**src/rtl/pwm_duty_meter.sv**
```systemverilog
// PWM duty meter: reports high time and period of pwm_in in clk cycles.
// Define PWM_METER_FILTER_EN to add a FILT_LEN-cycle glitch filter on the line.
module pwm_duty_meter #(
    parameter int W        = 10,
    parameter int TIMEOUT  = 1023,
    parameter int FILT_LEN = 3
) (
    input  logic         clk,
    input  logic         rst,
    input  logic         en,
    input  logic         pwm_in,
    output logic [W-1:0] high_cnt,
    output logic [W-1:0] period_cnt,
    output logic         valid,
    output logic         stuck,
    output logic         stuck_level
);

    typedef enum logic {IDLE, MEAS} state_t;

    localparam logic [W-1:0] TO  = W'(TIMEOUT);
    localparam logic [W-1:0] ONE = W'(1);

    if (TIMEOUT < 2 || TIMEOUT > (2**W) - 1 || FILT_LEN < 2) begin : g_bad_cfg
        $error("pwm_duty_meter: parameter out of range");
    end

    logic         sync1, sync2;
    logic         lvl, lvl_q, rise;
    state_t       state, state_d;
    logic [W-1:0] cnt_p, cnt_p_d;
    logic [W-1:0] cnt_h, cnt_h_d;
    logic [W-1:0] cnt_i, cnt_i_d;
    logic [W-1:0] high_d, period_d;
    logic         valid_d, stuck_d, stuck_lvl_d;

    always_ff @(posedge clk or posedge rst) begin
        if (rst) begin
            sync1 <= 1'b0;
            sync2 <= 1'b0;
        end else begin
            sync1 <= pwm_in;
            sync2 <= sync1;
        end
    end

`ifdef PWM_METER_FILTER_EN
    localparam int            FW    = $clog2(FILT_LEN + 1);
    localparam logic [FW-1:0] FLAST = FW'(FILT_LEN - 1);

    logic [FW-1:0] fcnt;
    logic          flvl;

    // lvl follows sync2 only after FILT_LEN consecutive disagreeing samples
    always_ff @(posedge clk or posedge rst) begin
        if (rst) begin
            fcnt <= '0;
            flvl <= 1'b0;
        end else if (sync2 == flvl) begin
            fcnt <= '0;
        end else if (fcnt == FLAST) begin
            fcnt <= '0;
            flvl <= sync2;
        end else begin
            fcnt <= fcnt + 1'b1;
        end
    end

    assign lvl = flvl;
`else
    assign lvl = sync2;
`endif

    assign rise = lvl & ~lvl_q;

    always_ff @(posedge clk or posedge rst) begin
        if (rst) begin
            lvl_q       <= 1'b0;
            state       <= IDLE;
            cnt_p       <= '0;
            cnt_h       <= '0;
            cnt_i       <= '0;
            high_cnt    <= '0;
            period_cnt  <= '0;
            valid       <= 1'b0;
            stuck       <= 1'b0;
            stuck_level <= 1'b0;
        end else begin
            lvl_q       <= lvl;
            state       <= state_d;
            cnt_p       <= cnt_p_d;
            cnt_h       <= cnt_h_d;
            cnt_i       <= cnt_i_d;
            high_cnt    <= high_d;
            period_cnt  <= period_d;
            valid       <= valid_d;
            stuck       <= stuck_d;
            stuck_level <= stuck_lvl_d;
        end
    end

    always_comb begin
        state_d     = state;
        cnt_p_d     = cnt_p;
        cnt_h_d     = cnt_h;
        cnt_i_d     = cnt_i;
        high_d      = high_cnt;
        period_d    = period_cnt;
        valid_d     = 1'b0;
        stuck_d     = stuck;
        stuck_lvl_d = stuck_level;
        if (!en) begin
            state_d = IDLE;
            cnt_p_d = '0;
            cnt_h_d = '0;
            cnt_i_d = '0;
            stuck_d = 1'b0;
        end else begin
            unique case (state)
                IDLE: begin
                    if (rise) begin
                        state_d = MEAS;
                        cnt_p_d = ONE;
                        cnt_h_d = ONE;
                        cnt_i_d = '0;
                    end else if (cnt_i != TO) begin
                        // idle counter saturates so stuck fires once per entry
                        cnt_i_d = cnt_i + ONE;
                        if (cnt_i == TO - ONE) begin
                            stuck_d     = 1'b1;
                            stuck_lvl_d = lvl;
                        end
                    end
                end
                MEAS: begin
                    if (rise) begin
                        high_d   = cnt_h;
                        period_d = cnt_p;
                        valid_d  = 1'b1;
                        stuck_d  = 1'b0;
                        cnt_p_d  = ONE;
                        cnt_h_d  = ONE;
                    end else if (cnt_p == TO) begin
                        stuck_d     = 1'b1;
                        stuck_lvl_d = lvl;
                        state_d     = IDLE;
                        cnt_p_d     = '0;
                        cnt_h_d     = '0;
                        cnt_i_d     = '0;
                    end else begin
                        cnt_p_d = cnt_p + ONE;
                        if (lvl) begin
                            cnt_h_d = cnt_h + ONE;
                        end
                    end
                end
            endcase
        end
    end

endmodule

```
**config.mk**
```make
export PLATFORM = sky130hd
export DESIGN_NAME = pwm_duty_meter
export DESIGN_NICKNAME = d
export VERILOG_FILES = /design/src/rtl/pwm_duty_meter.sv
export SDC_FILE = /design/constraint.sdc
export NUM_CORES = 1
export LEC_CHECK = 0
export ABC_CLOCK_PERIOD_IN_PS = 4400
export CAP_MARGIN = 20
export CORE_UTILIZATION = 25
export CTS_CLUSTER_DIAMETER = 150
export CTS_CLUSTER_SIZE = 24
export DETAILED_ROUTE_END_ITERATION = 10
export SKIP_LAST_GASP = 1
export SYNTH_ARGS = -nofsm -noshare
export SYNTH_HDL_FRONTEND = slang
export SYNTH_SLANG_ARGS = --single-unit
```
**constraint.sdc**
```tcl
create_clock -name clk -period 4.4 [get_ports clk]
set_input_delay 0.44 -clock clk [delete_from_list [all_inputs] [get_ports clk]]
set_output_delay 0.44 -clock clk [all_outputs]
set_load 0.02 [all_outputs]
```
* Word-level counts from Yosys, hierarchy flattened
Index checks and enable logic that the tools add are counted.
Storage, ports and cells: register bits after elaboration 57, input port bits 4, output and inout bits 23, word-level logic and storage cells 76
Operators by class: $add $sub $neg 3, equality and inequality tests 17, muxes and demuxes 36, bitwise operators 3, reductions and logical operators 5
Operator list (count):
- $mux W10 | 13
- $pmux W10 S2 | 3
- $add A10 B1 Y10 const B | 3
- $eq A10 B10 Y1 const B | 2
- $mux W1 | 17
- $ne A3 B3 Y1 const B | 5
- $ne A10 B10 Y1 const B | 1
- $ne A2 B2 Y1 const B | 4
- $pmux W1 S2 | 3
- $reduce_and A3 Y1 | 2
- $reduce_and A6 Y1 | 1
- $ne A5 B4 Y1 const B | 1
- $ne A4 B3 Y1 const B | 1
- $ne A4 B4 Y1 const B | 1
- $reduce_and A4 Y1 | 1
- $ne A3 B2 Y1 const B | 1
- $ne A2 B1 Y1 const B | 1
- $not A1 Y1 | 2
- $reduce_and A2 Y1 | 1
- $and A1 B1 Y1 | 1

* Depth between registers and ports, before layout
Gate-level depths: netlist of the first run.
depth in word-level cells 6, gate-level depth with buffers 6, gate-level depth less buffers 6

* Worst setup path after synthesis of the first run
Ideal clock, no wire load.
path type register -> register, from reg cnt_i[0], to reg stuck_level, library setup time 0.128 ns, arrival 1.662 ns, required time 4.272 ns, slack 2.611 ns, cell stages (with the launch flop) 5, buffers on the path 0, period minus slack after synthesis 1.789 ns, cell sequence dfrtp_1 ha_1 or4_1 a21oi_1 mux2_1
Between the ends: cells in the longest elaborated chain, start to end 3, elaborated cells between the ends (all ways) 5, those cells by class 4 x eq/ne; 1 x reduce/logical
Ends and longest elaborated chain:
- start: declaration | line 33 | logic [W-1:0] cnt_i, cnt_i_d;
- start signal: assignment | line 93 | cnt_i <= cnt_i_d;
- $eq A10 B10 Y1 / $ne A10 B10 Y1 (equally long branches) | line 129, 126
- $ne A2 B2 Y1 (no line)
- $reduce_and A6 Y1 (no line) (*)
- end signal: assignment | line 98 | stuck_level <= stuck_lvl_d;
- end: declaration | line 16 | output logic stuck_level
Every way passes the cells marked *; elsewhere a longest branch is shown, timed or not. A chain may end at the register's enable or synchronous reset.

* Worst setup path in the final report of the first run
from reg cnt_p[0], to reg cnt_i[0]
Between the ends: cells in the longest elaborated chain, start to end 3
Ends and longest elaborated chain:
- start: declaration | line 31 | logic [W-1:0] cnt_p, cnt_p_d;
- start signal: assignment | line 91 | cnt_p <= cnt_p_d;
- $eq A10 B10 Y1 | line 143 | end else if (cnt_p == TO) begin
- $ne A3 B2 Y1 (no line)
- $reduce_and A3 Y1 (no line)
No other way between the ends.

==> results of run 1 <==
==> flip-flops by register name (all words and copies together) (netlist names), 10 cells and up <==
register	cells
cnt_p	10
cnt_i	10
period_cnt	10
high_cnt	10
cnt_h	10
==> critical path, cell delays in order, from the launching register on <==
cell      delay (ns)
dfrtp_1         0.45
ha_1            0.30
and3_1          0.29
nand4_1         0.48
o21bai_4        0.48
a31oi_1         0.15
==> through the flow <==
step / setup slack [ns] / hold slack, ns / cell area [sq um]
6_report: 2.12 / 0.348 / 3290
5_1_grt: 1.97 / 0.369 / 3290
4_1_cts: 2.14 / 0.349 / 3280
3_5_place_dp: 1.85 / 0.335 / 3130
3_3_place_gp: 1.89 / 0.335 / 3130
2_1_floorplan: 2.56 / 0.331 / 2740
==> power by group through the flow <==
stage / sequential (W) / clock, W / combinational (W)
6_report: 0.000558 / 0.000392 / 0.0000842
5_1_grt: 0.000560 / 0.000437 / 0.0000952
4_1_cts: 0.000557 / 0.000414 / 0.0000856
3_5_place_dp: 0.000567 / 0 / 0.0000848
3_3_place_gp: 0.000566 / 0 / 0.0000834
2_1_floorplan: 0.000567 / 0 / 0.0000544
==> worst min-delay path by stage <==
stage,cells past startpoint,slack [ns],from,endpoint
CTS,0,0.35,sync1,lvl
floorplan,0,0.33,sync1,lvl
detailed placement,0,0.33,sync1,lvl
finish,0,0.35,sync1,lvl
global placement,0,0.34,sync1,lvl
global route,0,0.37,sync1,lvl
==> placed cells by master, fill, tap and decap left out, types with 2 or more instances in the layout <==
cell             count
a21oi_1             22
a22o_1               4
a31oi_1             10
a32o_1               3
a41oi_1              5
and3_1               5
and4_1               4
buf_4                2
clkbuf_1             2
clkbuf_8            10
clkdlybuf4s50_1     26
dfrtp_1             57
ha_1                 4
inv_1                7
mux2_2              19
nand2_1             18
nand3_1             11
nand4_1              7
nor2_1              12
nor2b_1              2
nor3_1               3
nor3_2               2
o21ai_0              7
o311ai_0             3
o31ai_1              5
or3_1                6
or4_1                5
xor2_1               4
==> layout make-up <==
class	count	area (sq um)	share of cell area [%]
multi-input combinational	177	1220	37.2
clock inverter	1	5.00	0.152
tap	136	170	5.17
inverter	8	30.0	0.912
clock buffer	12	145	4.41
timing repair buffer	29	290	8.82
sequential	57	1430	43.3
==> metal layers <==
metal	track usage, %	vias up
li1	-	1023
met1	14.8	1030
met2	16.5	54
met3	3.65	4
met4	3.23	0
met5	0	-
==> logic make-up (layout without fill, tap and decap cells) <==
logic type | after synthesis | count (layout) | synth area share (%)
AND/OR/NAND/NOR | 82 | 82 | 16.4
AO/OA/AOI/OAI | 67 | 67 | 17.0
flip-flops | 57 | 57 | 52.1
multiplexers | 20 | 20 | 8.23
buffers and inverters | 19 | 50 | 3.11
adder cells (fa/ha/maj) | 4 | 4 | 1.83
XOR/XNOR | 4 | 4 | 1.28
==> flow_summary.ini, run 1 <==
[cts]
cts_resized = 0
clk_latency_ns = 0.32
post_cts_buffers = 0
clock_sinks = 57
path_clk_slew_ns = 0.06
root_buffer = clkbuf_8
max-clock-path-buffers = 2
cts_tree = done
numCtsBuffers = 9
htree_levels = 3
hold_buffers = 0

[detailed_routing]
postRouteAntennaNets = 0
firstDrtPassIters = 4
wl_met2_mm = 2.59
drt-total-wl_mm = 5.69
first_iter_violations = 124
drc_errors = 0
vias = 2111
post_drt_via_cell_ratio = 5.03
top_layer = met4
wl_met3_um = 235
wire_per_inst_um = 13.6
wl_met1_mm = 2.84

[worst_setup_path]
rrSetupSlack_ns = 2.12
crit_type = reg2reg
end_kind = flip-flop
critical_path_required_ns = 4.59
cp-startpoint = cnt_p[0]
r2r-start = cnt_p[0]
startpoint_type = flip-flop
r2r_cells = 5
cp-endpoint = cnt_i[0]
critical_path.max_fanout = 11
rr_endpoint = cnt_i[0]
cp.arrival_ns = 2.47

[final_layout]
fillers = 1093
insertedDiodeCount = 0
drive_gt1_share_pct = 13.7
final_core_util_pct = 31.5
fin_cells = 420
area.growth.synth_to_final_pct = 20.3
nNetsFinal = 290

[floorplan]
initial_core_util_pct = 26.2
boundaryPins = 27
dieArea_sq_um = 11400
die_x_um = 107
row_count = 37
die_y_um = 107
core_area_sq_um = 10500

[synth]
synthTopCellsByCount = dfrtp_1 (57), a21oi_1 (22), mux2_2 (19)
yosysMostFrequentCell = dfrtp_1
syn_area_sq_um = 2740
ys_types = 44
synth_top_area_share_pct = 52.1
synth_area_leaders = dfrtp_1 (52%), mux2_2 (7.8%), a21oi_1 (4.0%)
async_reset_ff_share_pct = 100
yosys.area.top_type = dfrtp_1
synth_nets = 261
ys_ff_latch = 57
syn_avg_cell_area_sq_um = 10.8
yosys_most_used_dff = dfrtp_1
synthCells = 253
ys.warnings.count = 0
synth_edf_count = 0
ys_seq_area_share_pct = 52.1

[job]
cap_violations = 0

[sta]
rsz0062_at_grt = no
worst_slew_pin_slew_ns = 1.02
maxSlewViolCount = 0
setup-tns-final_ns = 0
period_needed_ns = 2.28
finalSetupViolCount = 0
slew-limit-headroom_pct = 31.4
skew_ns = 0.00914
period_share_pct = 51.9
hold_viol = 0
fmax_mhz = 438

[power_and_ir_drop]
peakVddDrop_v = 0.000105
combPwrFrac_pct = 8.1
p_sw_share_pct = 24.4
switchingPower_w = 0.000253
seq_power_share_pct = 53.9
clockPowerShare_pct = 37.9
power_w = 0.00103
p_int_w = 0.000781
p_leak_nw = 1.39
power_density_nw_per_um2 = 314

[placement]
place_inst = 406
place_hpwl_mm = 3.91
routabilityCongestion = 0.757
portBuffers = 26

[min_path]
hp-class = reg2reg

[global_route]
grt_max_degree = 43
grt_pass1_wl_mm = 9.74
antenna_found_initial = 0
overflow = 0
first_global_vias = 1994
grtUsageTotal_pct = 10.9

[run_status]
outcome = complete, no violations
Power figures use the tool's default switching activity.
==> run 2: changes to the inputs <==
--- a/config.mk
+++ b/config.mk
@@ -5,7 +5,7 @@
 export SDC_FILE = /design/constraint.sdc
 export NUM_CORES = 1
 export LEC_CHECK = 0
-export ABC_CLOCK_PERIOD_IN_PS = 4400
+export ABC_CLOCK_PERIOD_IN_PS = 2000
 export CAP_MARGIN = 20
 export CORE_UTILIZATION = 25
 export CTS_CLUSTER_DIAMETER = 150
==> constraint.sdc (replaced) <==
create_clock -name clk -period 2 [get_ports clk]
set_input_delay 0.2 -clock clk [delete_from_list [all_inputs] [get_ports clk]]
set_output_delay 0.2 -clock clk [all_outputs]
set_load 0.02 [all_outputs]
==> flow_summary.ini, run 2 (synthesis results as in run 1) <==
[floorplan]
initial_core_util_pct = 26.2
dieArea_sq_um = 11400
row_count = 37
die_x_um = 107
core_area_sq_um = 10500
boundaryPins = 27
die_y_um = 107

[power_and_ir_drop]
peakVddDrop_v = 0.000279
power_w = 0.00263
clockPowerShare_pct = 45.4
p_leak_nw = 1.51
p_int_w = 0.00201
power_density_nw_per_um2 = 752
p_sw_share_pct = 23.5
switchingPower_w = 0.000619
combPwrFrac_pct = 8.4
seq_power_share_pct = 46.2

[final_layout]
final_common_cell = dfrtp_1
nNetsFinal = 306
ff_latch_area_sq_um = 1430
final_cell_mix = dfrtp_1 (57), clkdlybuf4s50_1 (26), a21oi_1 (22)
fillers = 1091
multi_input_area_sq_um = 1220
final_core_util_pct = 33.4
area.growth.synth_to_final_pct = 27.9
drive_gt1_share_pct = 19.5
insertedDiodeCount = 0

[worst_setup_path]
critical_path.max_fanout = 7
end_kind = flip-flop
rrSetupSlack_ns = 0.09
critPathTopFamily = simple AND/OR/NAND/NOR gates
rr_endpoint = stuck_level
r2r-start = cnt_i[0]
startpoint_type = flip-flop
cp.arrival_ns = 2.12
critPathMaxStageDelay_ns = 0.57
critical_path_required_ns = 2.21
r2r_cells = 4
slowest_stage = or4_1
crit_type = reg2reg
cp_cell_sequence = ha_1, or4_1, a21oi_1, mux2_1
cp_num_buf_inv = 0

[sta]
setup_slack_ns = 0.0950
period_share_pct = 95.3
rsz0062_at_grt = no
fmax_mhz = 525
slew-limit-headroom_pct = 62.8
setup-tns-final_ns = 0
period_needed_ns = 1.91
maxSlewViolCount = 0
finalSetupViolCount = 0
hold_viol = 0
skew_ns = 0.0120
hold-worst-slack_ns = 0.250
worst_slew_pin_slew_ns = 0.553

[job]
cap_violations = 0

[cts]
numCtsBuffers = 9
clock_sinks = 57
path_clk_slew_ns = 0.07
hold_buffers = 0
htree_levels = 3
clk_latency_ns = 0.34
root_buffer = clkbuf_8
post_cts_buffers = 0
cts_tree = done
max-clock-path-buffers = 2
cts_resized = 0

[detailed_routing]
first_iter_violations = 80
drt-total-wl_mm = 5.94
wire_per_inst_um = 13.5
post_drt_via_cell_ratio = 4.93
vias = 2165
postRouteAntennaNets = 0
firstDrtPassIters = 4
drc_errors = 0

[global_route]
first_global_vias = 2122
grtUsageTotal_pct = 11.5
top_usage_layer = met2
overflow = 0
antenna_found_initial = 0
grt_pass1_wl_mm = 10.2
use_met2_pct = 17.1
grt_use_met1_pct = 14.9
use_met3_pct = 3.95
grt_max_degree = 58

[placement]
routabilityCongestion = 0.828
post-place-ws_ns = 0.132
portBuffers = 26
place_hpwl_mm = 4.10

[min_path]
hp-class = in2async

[run_status]
outcome = complete, no violations
==> run 2: through the flow <==
stage               std cells  cell area [sq um]
global route              439               3500
global placement          423               3280
CTS                       439               3500
floorplan                 253               2740
finish                    439               3500
detailed placement        423               3280
==> run 2: worst max-delay path by stage <==
stage                         from           to  slack [ns]  cells past startpoint
final                     cnt_i[0]  stuck_level        0.09                      4
after detailed placement  cnt_i[0]  stuck_level        0.13                      4
after global placement    cnt_i[0]  stuck_level        0.15                      4
after floorplan           cnt_i[0]  stuck_level        0.21                      4
after CTS                 cnt_i[0]  stuck_level        0.10                      4
after global routing      cnt_i[0]     cnt_i[3]      0.0007                      5
==> run 2: worst min-delay path: cells and delay by family <==
kind	cells	cell delay, ns
buf+inv	3	0.78
==> run 2: power groups by stage <==
stage	Sequential, W	Combinational [W]	Clock, W
floorplan	0.00125	0.000120	0
finish	0.00122	0.000221	0.00119
detailed placement	0.00124	0.000225	0
global placement	0.00123	0.000217	0
CTS	0.00121	0.000226	0.00123
global route	0.00122	0.000250	0.00128
==> run 2: layout make-up <==
type                       count  share of cell area (%)
clock buffer                  11                    4.04
clock inverter                 5                    2.25
inverter                       8                   0.858
multi-input combinational    177                    35.0
sequential                    57                    40.8
tap                          136                    4.86
timing repair buffer          45                    12.2
==> run 2: metal layers <==
layer | wire [um] | part of all wire (%)
met2 | 2660 | 45
met3 | 300 | 5.0
met4 | 127 | 2.1
met5 | 0 | 0
met1 | 2860 | 48
